===== config.mk =====
export PLATFORM = sky130hd
export DESIGN_NAME = neuron_mac_lanes
export DESIGN_NICKNAME = d
export VERILOG_FILES = /design/src/rtl/neuron_mac_lanes.sv
export SDC_FILE = /design/constraint.sdc
export NUM_CORES = 2
export LEC_CHECK = 0
export CAP_MARGIN = 25
export CELL_PAD_IN_SITES_DETAIL_PLACEMENT = 0
export CELL_PAD_IN_SITES_GLOBAL_PLACEMENT = 1
export CORE_MARGIN = 1
export CORE_UTILIZATION = 40
export CTS_CLUSTER_SIZE = 16
export DETAILED_ROUTE_END_ITERATION = 10
export GPL_TIMING_DRIVEN = 0
export PLACE_DENSITY_LB_ADDON = 0.25
export SLEW_MARGIN = 20
export SYNTH_ARGS = -nofsm -noshare
export SYNTH_HDL_FRONTEND = slang
export SYNTH_SLANG_ARGS = --single-unit

===== constraint.sdc =====
create_clock -name clk -period 7.7 [get_ports clk]
set_clock_uncertainty 0.1 [all_clocks]
set_input_delay 0.77 -clock clk [delete_from_list [all_inputs] [get_ports clk]]
set_output_delay 0.77 -clock clk [all_outputs]
set_load 0.02 [all_outputs]

===== src/rtl/neuron_mac_lanes.sv =====
// LANES-wide signed MAC neuron: weight RAM, runtime bias, saturating accumulate and ReLU.
// Define NEURON_OVF_FLAG_EN to add the sticky ovf_flag output.
module neuron_mac_lanes #(
  parameter int LAYER_NO         = 1,
  parameter int NEURON_NO        = 0,
  parameter int NUM_WEIGHT       = 30,
  parameter int LANES            = 4,
  parameter int DATA_WIDTH       = 16,
  parameter int WEIGHT_INT_WIDTH = 1
) (
  input  logic                          clk,
  input  logic                          rst_n,
  input  logic                          weight_valid,
  input  logic                          bias_valid,
  input  logic [31:0]                   weight_value,
  input  logic [31:0]                   bias_value,
  input  logic [31:0]                   config_layer_num,
  input  logic [31:0]                   config_neuron_num,
  input  logic [LANES*DATA_WIDTH-1:0]   in_data,
  input  logic                          in_valid,
  output logic                          in_ready,
  output logic [DATA_WIDTH-1:0]         out_data,
  output logic                          out_valid,
  input  logic                          out_ready
`ifdef NEURON_OVF_FLAG_EN
  ,
  output logic                          ovf_flag
`endif
);

  localparam int DW         = DATA_WIDTH;
  localparam int ACC_W      = 2 * DW;
  localparam int BEATS      = (NUM_WEIGHT + LANES - 1) / LANES;
  localparam int LSW        = ACC_W + $clog2(LANES);
  localparam int ASW        = LSW + 1;
  localparam int BW         = (BEATS > 1) ? $clog2(BEATS) : 1;
  localparam int LW         = (LANES > 1) ? $clog2(LANES) : 1;
  localparam int PW         = (NUM_WEIGHT > 1) ? $clog2(NUM_WEIGHT) : 1;
  localparam int LAST_LANES = NUM_WEIGHT - (BEATS - 1) * LANES;
  localparam int SLICE_HI   = ACC_W - 1 - WEIGHT_INT_WIDTH;

  localparam logic signed [ACC_W-1:0] ACC_MAX   = {1'b0, {(ACC_W-1){1'b1}}};
  localparam logic signed [ACC_W-1:0] ACC_MIN   = {1'b1, {(ACC_W-1){1'b0}}};
  localparam logic        [DW-1:0]    CLAMP_VAL = (WEIGHT_INT_WIDTH == 1) ? {1'b0, {(DW-1){1'b1}}} : {DW{1'b1}};

  typedef enum logic [2:0] {IDLE, ACCUM, FLUSH, BIAS, ACT, HOLD} state_t;

  function automatic logic acc_ovf(input logic signed [ASW-1:0] v);
    acc_ovf = (v > ASW'(ACC_MAX)) || (v < ASW'(ACC_MIN));
  endfunction

  function automatic logic signed [ACC_W-1:0] acc_sat(input logic signed [ASW-1:0] v);
    if (v > ASW'(ACC_MAX))      acc_sat = ACC_MAX;
    else if (v < ASW'(ACC_MIN)) acc_sat = ACC_MIN;
    else                        acc_sat = v[ACC_W-1:0];
  endfunction

  // A pinned accumulator means the true sum overflowed, so it narrows to full scale too.
  function automatic logic relu_clamp(input logic signed [ACC_W-1:0] a);
    relu_clamp = !a[ACC_W-1] && ((a == ACC_MAX) || (a[ACC_W-1:SLICE_HI+1] != '0));
  endfunction

  function automatic logic [DW-1:0] relu(input logic signed [ACC_W-1:0] a);
    if (a[ACC_W-1])        relu = '0;
    else if (relu_clamp(a)) relu = CLAMP_VAL;
    else                   relu = a[SLICE_HI -: DW];
  endfunction

  state_t                   state_r, state_n;
  logic                     in_ready_r, out_valid_r;
  logic [DW-1:0]            out_data_r;
  logic [BW-1:0]            beat_cnt_r;
  logic [1:0]               flush_cnt_r;
  logic signed [DW-1:0]     bias_r;
  logic [PW-1:0]            ptr_r;
  logic signed [ACC_W-1:0]  acc_r;
  logic                     v_rd_r, v_op_r, v_prod_r, v_sum_r;
  logic signed [LSW-1:0]    lsum_r, lsum_s;
  logic signed [ACC_W-1:0]  prod_s [LANES];
  logic signed [ACC_W-1:0]  bias_sh_s;
  logic signed [ASW-1:0]    acc_add_s, acc_bias_s;
  logic                     accept_s, last_beat_s, cfg_match_s, wr_en_s, bias_en_s, handshake_s;
  logic [BW-1:0]            wr_row_s;
  logic [LW-1:0]            wr_lane_s;
  logic                     unused_bits_s;

  assign accept_s      = in_valid && in_ready_r;
  assign last_beat_s   = (beat_cnt_r == BW'(BEATS - 1));
  assign cfg_match_s   = (config_layer_num == 32'(LAYER_NO)) && (config_neuron_num == 32'(NEURON_NO));
  assign wr_en_s       = weight_valid && cfg_match_s && (state_r == IDLE);
  assign bias_en_s     = bias_valid && cfg_match_s && (state_r == IDLE);
  assign handshake_s   = (state_r == HOLD) && out_ready;
  assign wr_row_s      = BW'(int'(ptr_r) / LANES);
  assign wr_lane_s     = LW'(int'(ptr_r) % LANES);
  assign bias_sh_s     = {bias_r, DW'(0)};
  assign acc_add_s     = ASW'(acc_r) + ASW'(lsum_r);
  assign acc_bias_s    = ASW'(acc_r) + ASW'(bias_sh_s);
  assign unused_bits_s = ^{weight_value[31:DW], bias_value[31:DW]};

  assign in_ready  = in_ready_r;
  assign out_valid = out_valid_r;
  assign out_data  = out_data_r;

  for (genvar g = 0; g < LANES; g++) begin : g_lane
    localparam bit PAD = (g >= LAST_LANES);
    logic signed [DW-1:0]    mem [BEATS];
    logic signed [DW-1:0]    w_rd_r, x_rd_r, w_op_r, x_op_r;
    logic signed [ACC_W-1:0] prod_r;

    // Weight RAM write port; contents survive reset
    always_ff @(posedge clk) begin
      if (wr_en_s && (wr_lane_s == LW'(g))) mem[wr_row_s] <= weight_value[DW-1:0];
    end

    // RAM read, operand and product stages; padded lanes of the last beat read as zero
    always_ff @(posedge clk or negedge rst_n) begin
      if (!rst_n) begin
        w_rd_r <= '0;
        x_rd_r <= '0;
        w_op_r <= '0;
        x_op_r <= '0;
        prod_r <= '0;
      end else begin
        if (accept_s) begin
          if (PAD && last_beat_s) begin
            w_rd_r <= '0;
            x_rd_r <= '0;
          end else begin
            w_rd_r <= mem[beat_cnt_r];
            x_rd_r <= in_data[g*DW +: DW];
          end
        end
        w_op_r <= w_rd_r;
        x_op_r <= x_rd_r;
        prod_r <= ACC_W'(w_op_r) * ACC_W'(x_op_r);
      end
    end

    assign prod_s[g] = prod_r;
  end

  // Exact lane sum
  always_comb begin
    lsum_s = '0;
    for (int i = 0; i < LANES; i++) lsum_s = lsum_s + LSW'(prod_s[i]);
  end

  // Next-state logic
  always_comb begin
    state_n = state_r;
    case (state_r)
      IDLE:    if (accept_s) state_n = last_beat_s ? FLUSH : ACCUM; else state_n = IDLE;
      ACCUM:   if (accept_s && last_beat_s) state_n = FLUSH; else state_n = ACCUM;
      FLUSH:   if (flush_cnt_r == 2'd3) state_n = BIAS; else state_n = FLUSH;
      BIAS:    state_n = ACT;
      ACT:     state_n = HOLD;
      HOLD:    if (out_ready) state_n = IDLE; else state_n = HOLD;
      default: state_n = IDLE;
    endcase
  end

  // Control, config, accumulator and output registers
  always_ff @(posedge clk or negedge rst_n) begin
    if (!rst_n) begin
      state_r     <= IDLE;
      in_ready_r  <= 1'b1;
      out_valid_r <= 1'b0;
      out_data_r  <= '0;
      acc_r       <= '0;
      beat_cnt_r  <= '0;
      flush_cnt_r <= 2'd0;
      bias_r      <= '0;
      ptr_r       <= '0;
      v_rd_r      <= 1'b0;
      v_op_r      <= 1'b0;
      v_prod_r    <= 1'b0;
      v_sum_r     <= 1'b0;
      lsum_r      <= '0;
    end else begin
      state_r    <= state_n;
      in_ready_r <= (state_n == IDLE) || (state_n == ACCUM);
      v_rd_r     <= accept_s;
      v_op_r     <= v_rd_r;
      v_prod_r   <= v_op_r;
      v_sum_r    <= v_prod_r;
      lsum_r     <= lsum_s;
      if (wr_en_s) ptr_r <= (ptr_r == PW'(NUM_WEIGHT - 1)) ? '0 : ptr_r + PW'(1);
      if (bias_en_s) bias_r <= bias_value[DW-1:0];
      if (handshake_s) beat_cnt_r <= '0;
      else if (accept_s) beat_cnt_r <= last_beat_s ? '0 : beat_cnt_r + BW'(1);
      flush_cnt_r <= (state_r == FLUSH) ? flush_cnt_r + 2'd1 : 2'd0;
      if (handshake_s)          acc_r <= '0;
      else if (state_r == BIAS) acc_r <= acc_sat(acc_bias_s);
      else if (v_sum_r)         acc_r <= acc_sat(acc_add_s);
      if (state_r == ACT) begin
        out_data_r  <= relu(acc_r);
        out_valid_r <= 1'b1;
      end else if (handshake_s) begin
        out_valid_r <= 1'b0;
      end
    end
  end

`ifdef NEURON_OVF_FLAG_EN
  logic ovf_r, ovf_evt_s, drop_s;

  assign drop_s = cfg_match_s && (weight_valid || bias_valid) && (state_r != IDLE);

  // Overflow event sources
  always_comb begin
    ovf_evt_s = (v_sum_r && acc_ovf(acc_add_s))
             || ((state_r == BIAS) && acc_ovf(acc_bias_s))
             || ((state_r == ACT) && relu_clamp(acc_r))
             || drop_s;
  end

  // Sticky flag, restarted by the first beat of the next frame
  always_ff @(posedge clk or negedge rst_n) begin
    if (!rst_n)                           ovf_r <= 1'b0;
    else if (accept_s && state_r == IDLE) ovf_r <= ovf_evt_s;
    else                                  ovf_r <= ovf_r | ovf_evt_s;
  end

  assign ovf_flag = ovf_r;
`endif

endmodule

==> results <==
- The final count of pins violating max slew is 0.
- After detailed routing, the number of remaining DRC violations is 0.
- Of the synthesized area, sequential elements account for 35.3%.
- The overall routing resource usage is 21.7%.
- The CTS H-tree depth is 3.
- The number of warnings issued by yosys is 0.
- On the critical path, the stage with the largest delay is an instance of sky130_fd_sc_hd__dfrtp_1.
- The number of global-route vias before repair is 52500.
- In this run the remaining antenna-violating nets after routing total 0.
- Summing the areas of all compound-gate instances in the mapped netlist gives 5.18% of the synthesized area.
- After routing, the total negative slack on setup checks comes to 0 ns.
- Broken down by cell family, the worst path's largest delay share belongs to adder cells.
- Of the total synthesized cell area, the portion taken by AND, OR, NAND and NOR gates is 11.1%.
- The core occupancy in the finished layout is 45.3%.
- The arithmetic-cell share of the synthesized area counting full adders, half adders and majority gates is 34.8%.
- Row generation in the floorplan step produced 162 rows.
- Traced cell by cell, the critical path runs through clkbuf_1 > nand2_1 > fa_1 > inv_1 > fa_1 > inv_1 > fa_1 > inv_1 > fa_1 > fa_1 > inv_1 > fa_1 > inv_1 > ha_1 > a21o_1 > a21o_1 > a21oi_1 > o21ai_0 > o31a_1 > and4_1 > a2111oi_2 > o21bai_1 > nor4_1 > nor2_2.
- The mapped netlist covers a little under 0.08 mm².
- In this run the count of I/O pins placed on the die edge is 216.
- By area, the combinational part of the netlist is dominated by adder cells.
- The wire length per cell is 21.4 µm.
- The share of flip-flops with an asynchronous set or reset is 49.5%.
- The number of buffers and inverters on the critical path is 6.
- Entering global routing, the biggest net connects around 100 pins.
- STA classifies the critical path startpoint as a flip-flop.
- The port buffer count is 183.
- The most used flip-flop cell after synthesis is sky130_fd_sc_hd__edfxtp_1.
- The worst pin sits at a relative slew slack of roughly a third.
- The hold violation total from the final report was 0.
- Max-cap violations in this run came to 0.
- Counting stages on the worst path, the most repeated cell is sky130_fd_sc_hd__fa_1.
- Counting every net in the synthesized netlist gives between 8000 and 9000.
- The clock net in this run drives a total of 1013 sinks.
- The run finished with clean final reports.
- The library cell used most frequently in the layout, excluding fill and tap cells, is sky130_fd_sc_hd__inv_1.
- The initial core utilization is 40.4%.
- The maximum buffer depth of the clock tree is 3.
- Measured along the x axis, the die boundary spans 447 µm.
- Setup violations remaining at the end of the flow were counted as 0.
- Using the TritonRoute via totals, the vias-per-cell ratio works out to 5.02.
- The root buffer cell is sky130_fd_sc_hd__clkbuf_16.
- For this run, the top clock speed supported by timing is 135 MHz.
- The slew of the pin with the lowest slew margin is 0.997 ns.
- The cell area after layout is just under 0.09 mm².
- The core footprint is 0.196 mm².
- The TritonCTS clock tree is built.
- The count of flip-flops with a built-in enable after synthesis is 512.
- The multiplexer share of the synthesized area is roughly 4.7%.
- The number of synthesized register bits is 1013.
- STA puts the critical path data arrival time at about 7.9 ns.
- Post-CTS timing repair inserted 0 buffers for setup.
- For this run, the post-layout net count is 8866.
- The capturing element type of the critical path is a flip-flop.
- The required time reported for the critical path endpoint is 8.21 ns.
- The placed wire-length estimate after detailed placement is 171000 µm.
- The length of the first detailed-routing pass in iterations is 5.
- The remaining global-route overflow is 0.
- The first routing iteration left 3094 violations.
- On the worst path, the slowest cell contributes a delay of 0.58 ns.
- Setup repair after global routing could not meet its margin everywhere.
- After detailed placement, the total cell area comes to around 0.085 mm².
- The largest fanout on the critical path is 10.
- The floorplan step defined a die boundary enclosing 0.200 mm².
- The growth of design area from synthesis to finish is 12.1%.
- The final weighted congestion of routability-driven global placement is 0.886.
- The time the worst path needs with I/O delays and setup is 7.43 ns.
- A synthesized cell averages 11.6 µm².
- The initial antenna violation count is 8.
- Synthesis produced 6795 cells.
- The fraction of final layout cells with drive strength greater than 1 is 6.91%.
- In the layout the commonest cells are sky130_fd_sc_hd__inv_1, sky130_fd_sc_hd__fa_1, sky130_fd_sc_hd__nand2_1.
- The floorplan step set the die height to 447 µm.
- The critical path in this run is classified as reg -> reg.
- The clock-pin slew reported for the worst setup and hold paths after clock tree synthesis is 0.06 ns.
- The wire length after detailed routing is 211000 µm.
- The global-route wire length before repair is 324000 µm.
- The number of clock buffers inserted by TritonCTS is 109.
- The number of distinct library cells after synthesis is 91.
- Dividing the final minimum period by the clock period gives 96.5%.
- The setup slack of the worst register-to-register path is 0.27 ns.
- The synthesized-area fraction occupied by xor and xnor cells is 2.36%.
- The class of the worst hold path is reg -> reg.
- The insertion delay to the later sink of the worst-skew pair is 0.79 ns.
- The routed via count is around 50000.
[Yosys cell counts (5+ instances only)]
library cell                  n  area [µm²]
sky130_fd_sc_hd__a21oi_1    175         876
sky130_fd_sc_hd__nand3_1     35         175
sky130_fd_sc_hd__or3_1       14        87.6
sky130_fd_sc_hd__buf_1       30         113
sky130_fd_sc_hd__o31ai_1      9        67.6
sky130_fd_sc_hd__mux2_2      16         180
sky130_fd_sc_hd__o21ai_1      5        25.0
sky130_fd_sc_hd__o21bai_1    21         158
sky130_fd_sc_hd__and4_1       5        43.8
sky130_fd_sc_hd__nand2_1    830        3120
sky130_fd_sc_hd__dfrtp_1    500       12500
sky130_fd_sc_hd__xnor2_1    169        1480
sky130_fd_sc_hd__mux2i_1     64         641
sky130_fd_sc_hd__o21a_1      23         173
sky130_fd_sc_hd__o31a_1       7        61.3
sky130_fd_sc_hd__o21ai_0    176         881
sky130_fd_sc_hd__nand4_1     30         188
sky130_fd_sc_hd__a21o_1      92         691
sky130_fd_sc_hd__nor3b_1      5        37.5
sky130_fd_sc_hd__a31oi_1     28         175
sky130_fd_sc_hd__mux4_2     128        2880
sky130_fd_sc_hd__buf_2        5        25.0
sky130_fd_sc_hd__nand2b_1    63         394
sky130_fd_sc_hd__inv_1     1151        4320
sky130_fd_sc_hd__and2_1     490        3070
sky130_fd_sc_hd__a211o_1      5        43.8
sky130_fd_sc_hd__ha_1       418        5230
sky130_fd_sc_hd__nor3_1      27         135
sky130_fd_sc_hd__edfxtp_1   512       15400
sky130_fd_sc_hd__o211ai_1     8        60.1
sky130_fd_sc_hd__nor4_1      22         138
sky130_fd_sc_hd__a21boi_0     6        45.0
sky130_fd_sc_hd__a221o_1     18         180
sky130_fd_sc_hd__xor2_1      44         385
sky130_fd_sc_hd__and3_1      24         150
sky130_fd_sc_hd__a211oi_1    16         120
sky130_fd_sc_hd__or2_2        7        43.8
sky130_fd_sc_hd__clkbuf_1   186         698
sky130_fd_sc_hd__fa_1      1115       22300
sky130_fd_sc_hd__nand3b_1    40         300
sky130_fd_sc_hd__nor2_1     188         706
sky130_fd_sc_hd__nor2b_1     14        87.6
[layer usage]
metal	GRT usage [%]	wire length, µm	vias to the layer above
li1	-	-	22500
met1	29.6	92300	25700
met2	37.1	105000	1011
met3	2.61	9300	208
met4	4.46	3830	0
met5	0	0	-
[layout make-up]
class	instances	area, µm²
Antenna cell	3	7.51
Buffer	224	925
Clock buffer	135	2930
Clock inverter	64	737
Fill cell	18200	107000
Inverter	1152	4320
Multi-Input combinational cell	4406	46100
Sequential cell	1013	27900
Tap cell	2624	3280
Timing Repair Buffer	229	2410
[per-stage QoR]
stage / hold WS (ns) / instances / setup slack (ns)
after global routing: 0.272 / 9847 / -0.0663
after CTS: 0.255 / 9843 / 0.00215
after global placement: 0.240 / 9602 / -16.92
final: 0.253 / 9850 / 0.272
after floorplan: 0.231 / 6795 / 1.33
after detailed placement: 0.241 / 9643 / -0.216
[sequential cells by signal (all words and copies together) (netlist names), 2 cells and up]
signal / count
beat_cnt_r: 3
g_lane.x_rd_r: 64
g_lane.mem: 512
ptr_r: 5
bias_r: 16
lsum_r: 34
g_lane.x_op_r: 64
out_data: 16
flush_cnt_r: 2
acc_r: 32
g_lane.prod_r: 128
g_lane.w_rd_r: 64
g_lane.w_op_r: 64
state_r: 3
[what timing repair did]
action	4_1_cts	5_1_grt
hold buffers	1	0
pin swaps	0	0
setup endpoints to repair	6	11
endpoints found under the hold margin	30	0
gates resized for setup	11	79
[kinds of logic after synthesis]
family                   count (synthesis)
AND/OR/NAND/NOR                       1806
adder cells (fa/ha/maj)               1533
buffers and inverters                 1376
flip-flops                            1013
AO/OA/AOI/OAI                          645
XOR/XNOR                               213
multiplexers                           209
[worst paths after layout]
path                                                from                             end  depth (start not counted)
max                        g_lane[2].x_op_r[9]$_DFF_PN0_  g_lane[2].prod_r[28]$_DFF_PN0_                         24
min                                     v_op_r$_DFF_PN0_              v_prod_r$_DFF_PN0_                          0
max reg2reg                g_lane[2].x_op_r[9]$_DFF_PN0_  g_lane[2].prod_r[28]$_DFF_PN0_                         24
min reg2reg                             v_op_r$_DFF_PN0_              v_prod_r$_DFF_PN0_                          0
max in group asynchronous                          rst_n   g_lane[1].w_op_r[5]$_DFF_PN0_                          6
min in group asynchronous                          rst_n        out_data[15]$_DFFE_PN0P_                          2
Power is not shown: default switching activity piles up to over one toggle a cycle in this logic, so the estimate is an artifact.
